$ cat src/rtl/mem_port_arbiter.sv
`default_nettype none
// ============================================================================
// Module   : mem_port_arbiter
// Purpose  : Shares one single-ported instruction/data memory between the
//            instruction-fetch path (if_*) and the load/store path (dm_*).
//            Latches the winning request and drives the memory until
//            mem_ready or a watchdog timeout. Then returns the read data to
//            the owner with a one-cycle valid pulse.
// Ports    : clk, rst (async, active-high)
//            if_req/if_addr -> if_gnt/if_valid/if_rdata      fetch side
//            dm_req/we/be/addr/wdata -> dm_gnt/valid/rdata   load/store side
//            err                                             timeout flag on valid
//            mem_req/we/be/addr/wdata, mem_ready/mem_rdata   memory side
//            busy                                            state != IDLE
// Config   : MEM_ARB_RR_EN  defined   -> round-robin on a tie
//                           undefined -> dm always wins a tie
// Revision : 1.0  initial release
// ============================================================================
module mem_port_arbiter #(
    parameter int AW     = 32,
    parameter int DW     = 32,
    parameter int TO_CYC = 255
) (
    input  logic              clk,
    input  logic              rst,
    // instruction fetch
    input  logic              if_req,
    input  logic [AW-1:0]     if_addr,
    output logic              if_gnt,
    output logic              if_valid,
    output logic [DW-1:0]     if_rdata,
    // load/store
    input  logic              dm_req,
    input  logic              dm_we,
    input  logic [DW/8-1:0]   dm_be,
    input  logic [AW-1:0]     dm_addr,
    input  logic [DW-1:0]     dm_wdata,
    output logic              dm_gnt,
    output logic              dm_valid,
    output logic [DW-1:0]     dm_rdata,
    output logic              err,
    // memory
    output logic              mem_req,
    output logic              mem_we,
    output logic [DW/8-1:0]   mem_be,
    output logic [AW-1:0]     mem_addr,
    output logic [DW-1:0]     mem_wdata,
    input  logic              mem_ready,
    input  logic [DW-1:0]     mem_rdata,
    output logic              busy
);

    localparam int c_CNT_W = $clog2(TO_CYC + 1);
    // Timeout fires in the ACCESS cycle whose increment would reach TO_CYC,
    // so the valid pulse lands TO_CYC cycles after the grant.
    localparam logic [c_CNT_W-1:0] c_TO_LAST = c_CNT_W'(TO_CYC - 1);
    localparam logic [c_CNT_W-1:0] c_CNT_MAX = c_CNT_W'(TO_CYC);

    localparam logic [1:0] c_IDLE   = 2'd0;
    localparam logic [1:0] c_ACCESS = 2'd1;
    localparam logic [1:0] c_DONE   = 2'd2;

    logic [1:0]         r_state;
    logic [c_CNT_W-1:0] r_cnt;
    logic               r_owner_dm;   // 1 = load/store owns the access
    logic               w_any_req;
    logic               w_pick_dm;
    logic               w_timeout;
    logic [DW-1:0]      w_cap_data;

`ifdef MEM_ARB_RR_EN
    logic               r_last_dm;    // owner of the previous grant, 0 = fetch
    // On a tie the requester that did not own the previous access wins.
    assign w_pick_dm = dm_req & (~if_req | ~r_last_dm);
`else
    // Fixed priority: load/store always wins a tie.
    assign w_pick_dm = dm_req;
`endif

    assign w_any_req  = if_req | dm_req;
    assign w_timeout  = ~mem_ready & (r_cnt == c_TO_LAST);
    // Stores and timeouts return zero; loads and fetches return memory data.
    assign w_cap_data = (mem_ready && !mem_we) ? mem_rdata : '0;

    always_ff @(posedge clk or posedge rst) begin
        if (rst) begin
            r_state    <= c_IDLE;
            r_cnt      <= '0;
            r_owner_dm <= 1'b0;
`ifdef MEM_ARB_RR_EN
            r_last_dm  <= 1'b0;
`endif
            if_gnt     <= 1'b0;
            if_valid   <= 1'b0;
            if_rdata   <= '0;
            dm_gnt     <= 1'b0;
            dm_valid   <= 1'b0;
            dm_rdata   <= '0;
            err        <= 1'b0;
            mem_req    <= 1'b0;
            mem_we     <= 1'b0;
            mem_be     <= '0;
            mem_addr   <= '0;
            mem_wdata  <= '0;
            busy       <= 1'b0;
        end else begin
            // Pulses default low; each is set for exactly one cycle below.
            if_gnt   <= 1'b0;
            dm_gnt   <= 1'b0;
            if_valid <= 1'b0;
            dm_valid <= 1'b0;
            err      <= 1'b0;

            case (r_state)
                c_IDLE: begin
                    if (w_any_req) begin
                        r_owner_dm <= w_pick_dm;
`ifdef MEM_ARB_RR_EN
                        r_last_dm  <= w_pick_dm;
`endif
                        if (w_pick_dm) begin
                            mem_we    <= dm_we;
                            mem_be    <= dm_be;
                            mem_addr  <= dm_addr;
                            mem_wdata <= dm_wdata;
                            dm_gnt    <= 1'b1;
                        end else begin
                            mem_we    <= 1'b0;
                            mem_be    <= '1;
                            mem_addr  <= if_addr;
                            mem_wdata <= '0;
                            if_gnt    <= 1'b1;
                        end
                        mem_req <= 1'b1;
                        busy    <= 1'b1;
                        r_state <= c_ACCESS;
                    end
                end

                c_ACCESS: begin
                    if (r_cnt != c_CNT_MAX) begin
                        r_cnt <= r_cnt + 1'b1;
                    end
                    if (mem_ready || w_timeout) begin
                        // Valid/rdata/err are registered here so they appear
                        // during the single DONE cycle.
                        if (r_owner_dm) begin
                            dm_valid <= 1'b1;
                            dm_rdata <= w_cap_data;
                        end else begin
                            if_valid <= 1'b1;
                            if_rdata <= w_cap_data;
                        end
                        err     <= w_timeout;
                        mem_req <= 1'b0;
                        r_state <= c_DONE;
                    end
                end

                c_DONE: begin
                    if_rdata <= '0;
                    dm_rdata <= '0;
                    r_cnt    <= '0;
                    busy     <= 1'b0;
                    r_state  <= c_IDLE;
                end

                default: begin
                    mem_req <= 1'b0;
                    busy    <= 1'b0;
                    r_cnt   <= '0;
                    r_state <= c_IDLE;
                end
            endcase
        end
    end

endmodule
`default_nettype wire
$ cat config.mk
export PLATFORM = sky130hd
export DESIGN_NAME = mem_port_arbiter
export DESIGN_NICKNAME = d
export VERILOG_FILES = /design/src/rtl/mem_port_arbiter.sv
export SDC_FILE = /design/constraint.sdc
export NUM_CORES = 1
export LEC_CHECK = 0
export BUFFER_PORTS_ARGS = -buffer_cell sky130_fd_sc_hd__clkbuf_2
export CAP_MARGIN = 20
export CORE_ASPECT_RATIO = 1.4
export CORE_UTILIZATION = 35
export CTS_BUF_LIST = sky130_fd_sc_hd__clkbuf_16
export DETAILED_ROUTE_END_ITERATION = 12
export PLACE_DENSITY_LB_ADDON = 0.05
export SLEW_MARGIN = 20
export SYNTH_ARGS = -nofsm -noshare
export SYNTH_HDL_FRONTEND = slang
export SYNTH_SLANG_ARGS = --single-unit
$ cat constraint.sdc
create_clock -name clk -period 5.7 [get_ports clk]
set_input_delay 0.57 -clock clk [delete_from_list [all_inputs] [get_ports clk]]
set_output_delay 0.57 -clock clk [all_outputs]
set_load 0.02 [all_outputs]
==> out/metrics.cfg, run 1 <==
[status]
outcome=finished clean

[global_routing]
grt_pass1_wl_um=31800
grt_pass1_vias=6031
grt_max_degree=116
grt_overflow=0
track_usage_pct=20.8
antenna_found_initial=0

[synth]
synth_ff_type=dfrtp_1
ys_seq_elements=151
async_reset_ff_share_pct=100
yosysMostFrequentCell=dfrtp_1
synth_compound_area_share_pct=21.0
synthesis.area_um2=6690
synth_xor_area_share_pct=0.786
synthAdderAreaFrac_pct=0.374
yosys.area.top_type_share_pct=56.5
ys.warnings.count=0
syn_avg_cell_area_um2=10.1
synthTopCellsByArea=dfrtp_1 (57%), nand2_1 (6.6%), a22oi_1 (6.5%)
yosys.area.top_type=dfrtp_1
yosysSeqAreaShare_pct=56.5
synth-simple-area-share_pct=12.7
muxShareOfSynthArea_pct=4.79
synth_top_family_by_area=compound AO/OA/AOI/OAI gates
synthesis.nets=800
synth_edf_count=0
synth_cell_types=42
synth_common_cells=dfrtp_1 (151), nand2_1 (118), a22oi_1 (58)
syn_inst=660

[routing]
drt-total-wl_um=20100
wl_per_cell_um=17.2
antenna_left=0
vias_per_cell=5.18
drc=0
firstDrtPassIters=5
via_count=6035
drt-initial-drc-count=343

[placed_design]
io_buffers=277
dp_hpwl_um=13900
globalplace.congestion=0.780

[timing]
setup_tns_ns=0
slew_headroom_pct=30.3
finalCritPeriodShare_pct=49.0
worst_pin_slew_ns=1.04
fin_skew_ns=0.0125
hold_viol_final=0
holdWs_ns=0.272
grt_setup_unrepaired=false
min_period_ns=2.79
fmaxAchievable_mhz=358
finalMaxSlewViolations=0
setup_viol=0

[clock_network]
cts_tree=built
clk_pin_slew_worst_paths_ns=0.06
clk_path_buf_depth=2
post_cts_buffers=0
cts_resized=0
clk_root_buffer_cell=clkbuf_16
cts.sinks=151
cts_made_buffers=17
htreeDepth=4
hold_buffers=0
clk_latency_ns=0.42

[critical_path]
ff2ff_path_depth=5
cp-end-kind=flop
critical-path-max-stage-delay_ns=0.88
critPathKind=reg2reg
r2r_start=r_state[0]$_DFFE_PP0P_
crit_buf_inv=2
cp_slowest_cell=dfrtp_2
crit_chain=buf_4, nor2_1, o21ai_4, buf_4, o21ai_0
r2r_slack_ns=2.91
worstPathMaxFanout=79
arrival_ns=3.06
reg2reg_to=mem_addr[25]$_DFFE_PP0P_
cp_common_cell=buf_4
crit_family=buffers and inverters
start_kind=flop
critical_path_required_ns=5.97

[power]
cellInternalPower_uw=2890
share_seq_of_total_power_pct=36.7
irDropWorstVdd_uv=271
comb_power_share_pct=40.8
p_leak_uw=0.00451
finalPower_uw=5110
powerDensity_nw_per_um2=578
switching_share_pct=43.3
clock_power_share_pct=22.5
p_sw_uw=2210

[die]
die_y_um=166
fp.dieArea_um2=19700
start_util_pct=35.8
design.core.area_um2=18700
die-width_um=119
row_count=59
ioPinCount=278

[layout]
final_core_util_pct=47.3
area_growth_pct=32.2
drive_gt1_share_pct=35.3
antenna_cells=0
nets=1048

[hold_path]
hold_class=in2async

[run]
max-cap-violations=0

[worst max-delay path by stage]
stage / start / to / slack [ns] / cells after the start
5_1_grt: r_state[0]$_DFFE_PP0P_ / mem_addr[3]$_DFFE_PP0P_ / 2.54 / 5
3_3_place_gp: r_state[0]$_DFFE_PP0P_ / if_rdata[20]$_DFFE_PP0P_ / 2.91 / 4
6_report: r_state[0]$_DFFE_PP0P_ / mem_addr[25]$_DFFE_PP0P_ / 2.91 / 5
4_1_cts: r_state[0]$_DFFE_PP0P_ / if_rdata[20]$_DFFE_PP0P_ / 2.85 / 4
2_1_floorplan: rst / busy$_DFFE_PP0P_ / 1.07 / 1
3_5_place_dp: r_state[0]$_DFFE_PP0P_ / if_rdata[20]$_DFFE_PP0P_ / 2.85 / 4
[registers in the layout (all words and copies together), names as in the netlist]
| name | cells |
|---|---|
| busy | 1 |
| dm_valid | 1 |
| r_state | 2 |
| dm_rdata | 32 |
| dm_gnt | 1 |
| mem_addr | 32 |
| r_owner_dm | 1 |
| r_cnt | 8 |
| if_rdata | 32 |
| if_valid | 1 |
| if_gnt | 1 |
| mem_be | 4 |
| mem_req | 1 |
| mem_we | 1 |
| mem_wdata | 32 |
| err | 1 |
[placed cells by master (no fill, tap or decap), drive strengths merged, types with 5 or more instances in the layout]
| cell type | instances |
|---|---|
| a211oi | 6 |
| a21oi | 6 |
| a22o | 33 |
| a22oi | 58 |
| buf | 8 |
| clkbuf | 294 |
| clkinv | 5 |
| dfrtp | 151 |
| inv | 9 |
| mux2i | 32 |
| nand2 | 118 |
| nand3 | 45 |
| nor2 | 12 |
| o21ai | 98 |
[cells by family (layout without fill, tap and decap cells)]
family,count (synthesis),in the layout
AO/OA/AOI/OAI,215,215
multiplexers,32,32
flip-flops,151,151
XOR/XNOR,6,6
buffers and inverters,61,322
AND/OR/NAND/NOR,193,193
adder cells (fa/ha/maj),2,2
[power by group through the flow]
| stage | Sequential, µW | Clock (µW) | Combinational [µW] |
|---|---|---|---|
| floorplan | 2290 | 0 | 905 |
| global placement | 1870 | 0 | 2080 |
| detailed placement | 1880 | 0 | 2120 |
| CTS | 1880 | 1180 | 2110 |
| global route | 1950 | 1220 | 2280 |
| finish | 1870 | 1150 | 2080 |
[cell type report]
class                           count  area, µm²
Clock inverter                     15        176
Sequential cell                   151       3780
Fill cell                        1803       9840
Multi-Input combinational cell    448       2680
Clock buffer                       17        425
Tap cell                          244        305
Inverter                            5       26.3
Timing Repair Buffer              285       1450
[layer usage]
metal  up-vias  GRT usage, %  part of all wire [%]
met5         -             0                     0
met4         0          10.2                   2.9
li1       2868             -                     -
met2       264          34.7                    49
met1      2867          24.8                    41
met3        36          5.80                   7.3
[worst reg2reg max path, cell delays in order (launching register included)]
cell and delay [ns]:
dfrtp_2 0.88, buf_4 0.45, nor2_1 0.19, o21ai_4 0.24, buf_4 0.66, o21ai_0 0.24
[stage by stage]
stage,area [µm²],setup slack [ns],instances
floorplan,6690,1.07,660
global placement,8240,2.91,1133
detailed placement,8240,2.85,1133
CTS,8840,2.85,1165
global route,8840,2.54,1165
finish,8840,2.91,1165
Power figures use the tool's default switching activity.
==> inputs of run 2 (changes only) <==
- clock period: 5.7 -> 2.43 ns (I/O delays scaled with it)
==> run 2 against run 1 <==
Effect of this change: wire length is 0.20% lower; non-clock buffer count is 9 higher; sequential share of layout area is 0.46 points lower; clock-buffer cell count stayed put; critical path type unchanged; power is 130% higher; largest cell class unchanged; critical path depth is 2 higher; final cell count is 0.77% higher; hold slack worse by 0.24 ns; maximum frequency is 34% higher.
==> out/metrics.cfg, run 2 (synthesis results as in run 1) <==
[timing]
grt_setup_unrepaired=false  ; unchanged
slew_headroom_pct=37.1  ; was 30.3%
setup_viol=0  ; unchanged
finalCritPeriodShare_pct=85.7  ; was 49.0%
finalMaxSlewViolations=0  ; unchanged
min_period_ns=2.08  ; was 2.79 ns
fmaxAchievable_mhz=480  ; was 358 MHz
hold_viol_final=0  ; unchanged
worst_pin_slew_ns=0.940  ; was 1.04 ns
setup_tns_ns=0  ; unchanged
fin_skew_ns=0.0110  ; was 0.0125 ns

[routing]
antenna_left=0  ; unchanged
drt-total-wl_um=20000  ; was 20,100 µm
firstDrtPassIters=8  ; was 5
vias_per_cell=5.16  ; was 5.18
drt-initial-drc-count=333  ; was 343
via_count=6060  ; was 6,035
drc=0  ; unchanged
wl_per_cell_um=17.1  ; was 17.2 µm

[die]
design.core.area_um2=18700  ; unchanged
die_y_um=166  ; unchanged
row_count=59  ; unchanged
ioPinCount=278  ; unchanged
fp.dieArea_um2=19700  ; unchanged
start_util_pct=35.8  ; unchanged
die-width_um=119  ; unchanged

[power]
finalPower_uw=12000  ; was 5110 µW
powerDensity_nw_per_um2=1340  ; was 578 nW/µm²
irDropWorstVdd_uv=590  ; was 271 µV
p_leak_uw=0.00457  ; was 0.00451 µW

[critical_path]
critPathKind=reg2reg  ; unchanged
crit_buf_inv=2  ; unchanged
cp-end-kind=flop  ; unchanged
cp_slowest_cell=o21ba_2  ; was dfrtp_2
start_kind=flop  ; unchanged
setup.worst_path.start=r_cnt[0]$_DFFE_PP0P_  ; was r_state[0]$_DFFE_PP0P_
r2r_start=r_cnt[0]$_DFFE_PP0P_  ; was r_state[0]$_DFFE_PP0P_
critical_path_required_ns=2.76  ; was 5.97 ns
r2r_slack_ns=0.35  ; was 2.91 ns
crit_chain=inv_1, ha_1, nand4_1, o21ba_2, buf_12, o21ai_0, a22oi_1  ; was buf_4, nor2_1, o21ai_4, buf_4, o21ai_0
worstPathMaxFanout=38  ; was 79
critical-path-max-stage-delay_ns=0.67  ; was 0.88 ns
crit_family=compound AO/OA/AOI/OAI gates  ; was buffers and inverters
arrival_ns=2.42  ; was 3.06 ns

[clock_network]
cts_made_buffers=17  ; unchanged
clk_path_buf_depth=2  ; unchanged
htreeDepth=4  ; unchanged
clk_pin_slew_worst_paths_ns=0.07  ; was 0.06 ns
cts_tree=built  ; unchanged
clk_latency_ns=0.43  ; was 0.42 ns
cts.sinks=151  ; unchanged
cts_resized=0  ; unchanged
clk_root_buffer_cell=clkbuf_16  ; unchanged
post_cts_buffers=0  ; unchanged

[placed_design]
globalplace.congestion=0.745  ; was 0.780
io_buffers=277  ; unchanged
dp_cells=1141  ; was 1,133
dp_hpwl_um=14300  ; was 13,900 µm

[layout]
drive_gt1_share_pct=36.1  ; was 35.3%
n_fill_cell=1815  ; was 1,803
antenna_cells=0  ; unchanged
final_common_cell=clkbuf_2  ; unchanged
finalNonFillerCells=1174  ; was 1,165
seq_area_um2=3780  ; unchanged
mostFrequentLayoutCells=clkbuf_2 (277), dfrtp_1 (149), nand2_1 (118)  ; unchanged
multi_input_area_um2=2680  ; unchanged
area_growth_pct=33.6  ; was 32.2%
nets=1057  ; was 1,048

[run]
max-cap-violations=0  ; unchanged

[global_routing]
antenna_found_initial=0  ; unchanged
grt_pass1_vias=6126  ; was 6,031
grt_max_degree=91  ; was 116
track_usage_pct=20.8  ; about the same
grt_pass1_wl_um=31700  ; was 31,800 µm
grt_overflow=0  ; unchanged

[hold_path]
hold_class=in2reg  ; was in2async
hp-start=dm_wdata[13]

[status]
outcome=finished clean  ; unchanged

[run 2: changes by cell type in the layout (fill, tap and decap cells not counted), sizes merged]
cell         change
inv              +4
bufinv           -3
clkinvlp         -2
clkinv           +1
buf              +8
dlygate4sd3      +1
[run 2: area by class of cell]
cell class / instances / share of cell area [%]
timing repair buffer: 294 / 17.5
inverter: 5 / 0.252
clock buffer: 17 / 4.76
multi-input combinational: 448 / 30.0
tap: 244 / 3.42
clock inverter: 15 / 1.75
sequential: 151 / 42.3
[run 2: timing repair]
action,CTS,global route
hold buffers,1,0
hold endpoints to repair,100,0
setup endpoints to repair,0,0
[run 2: final timing paths]
path / cells past startpoint / endpoint
hold / removal: 2 / mem_wdata[13]$_DFFE_PP0P_
hold reg to reg: 2 / mem_addr[7]$_DFFE_PP0P_
min in group asynchronous: 4 / err$_DFF_PP0_
max in group asynchronous: 4 / r_state[1]$_DFFE_PP0P_
setup reg to reg: 7 / dm_rdata[2]$_DFFE_PP0P_
setup / recovery: 7 / dm_rdata[2]$_DFFE_PP0P_
[run 2: metal layers]
metal  GRT usage, %  up-vias  routed length (µm)
met1           24.2     2898                7960
met5              0        -                   0
li1               -     2881                   -
met4           8.23        0                 453
met2           35.4      250               10200
met3           6.83       31                1400
[run 2: through the flow]
stage	hold WS, ns	setup WS, ns	area (µm²)	util [%]
after floorplan	0.316	0.284	6690	-
after global placement	0.382	0.430	8340	44.7
after detailed placement	0.386	0.345	8340	44.7
after CTS	0.00915	0.329	8940	47.8
after global routing	0.00412	0.159	8940	47.8
final	0.0278	0.347	8940	47.8
[run 2: report_power, final]
| part | switching, µW | internal [µW] | total, µW |
|---|---|---|---|
| clock network | 1220 | 1370 | 2590 |
| registers | 741 | 3550 | 4290 |
| logic | 3370 | 1700 | 5070 |
| total | 5330 | 6620 | 12000 |
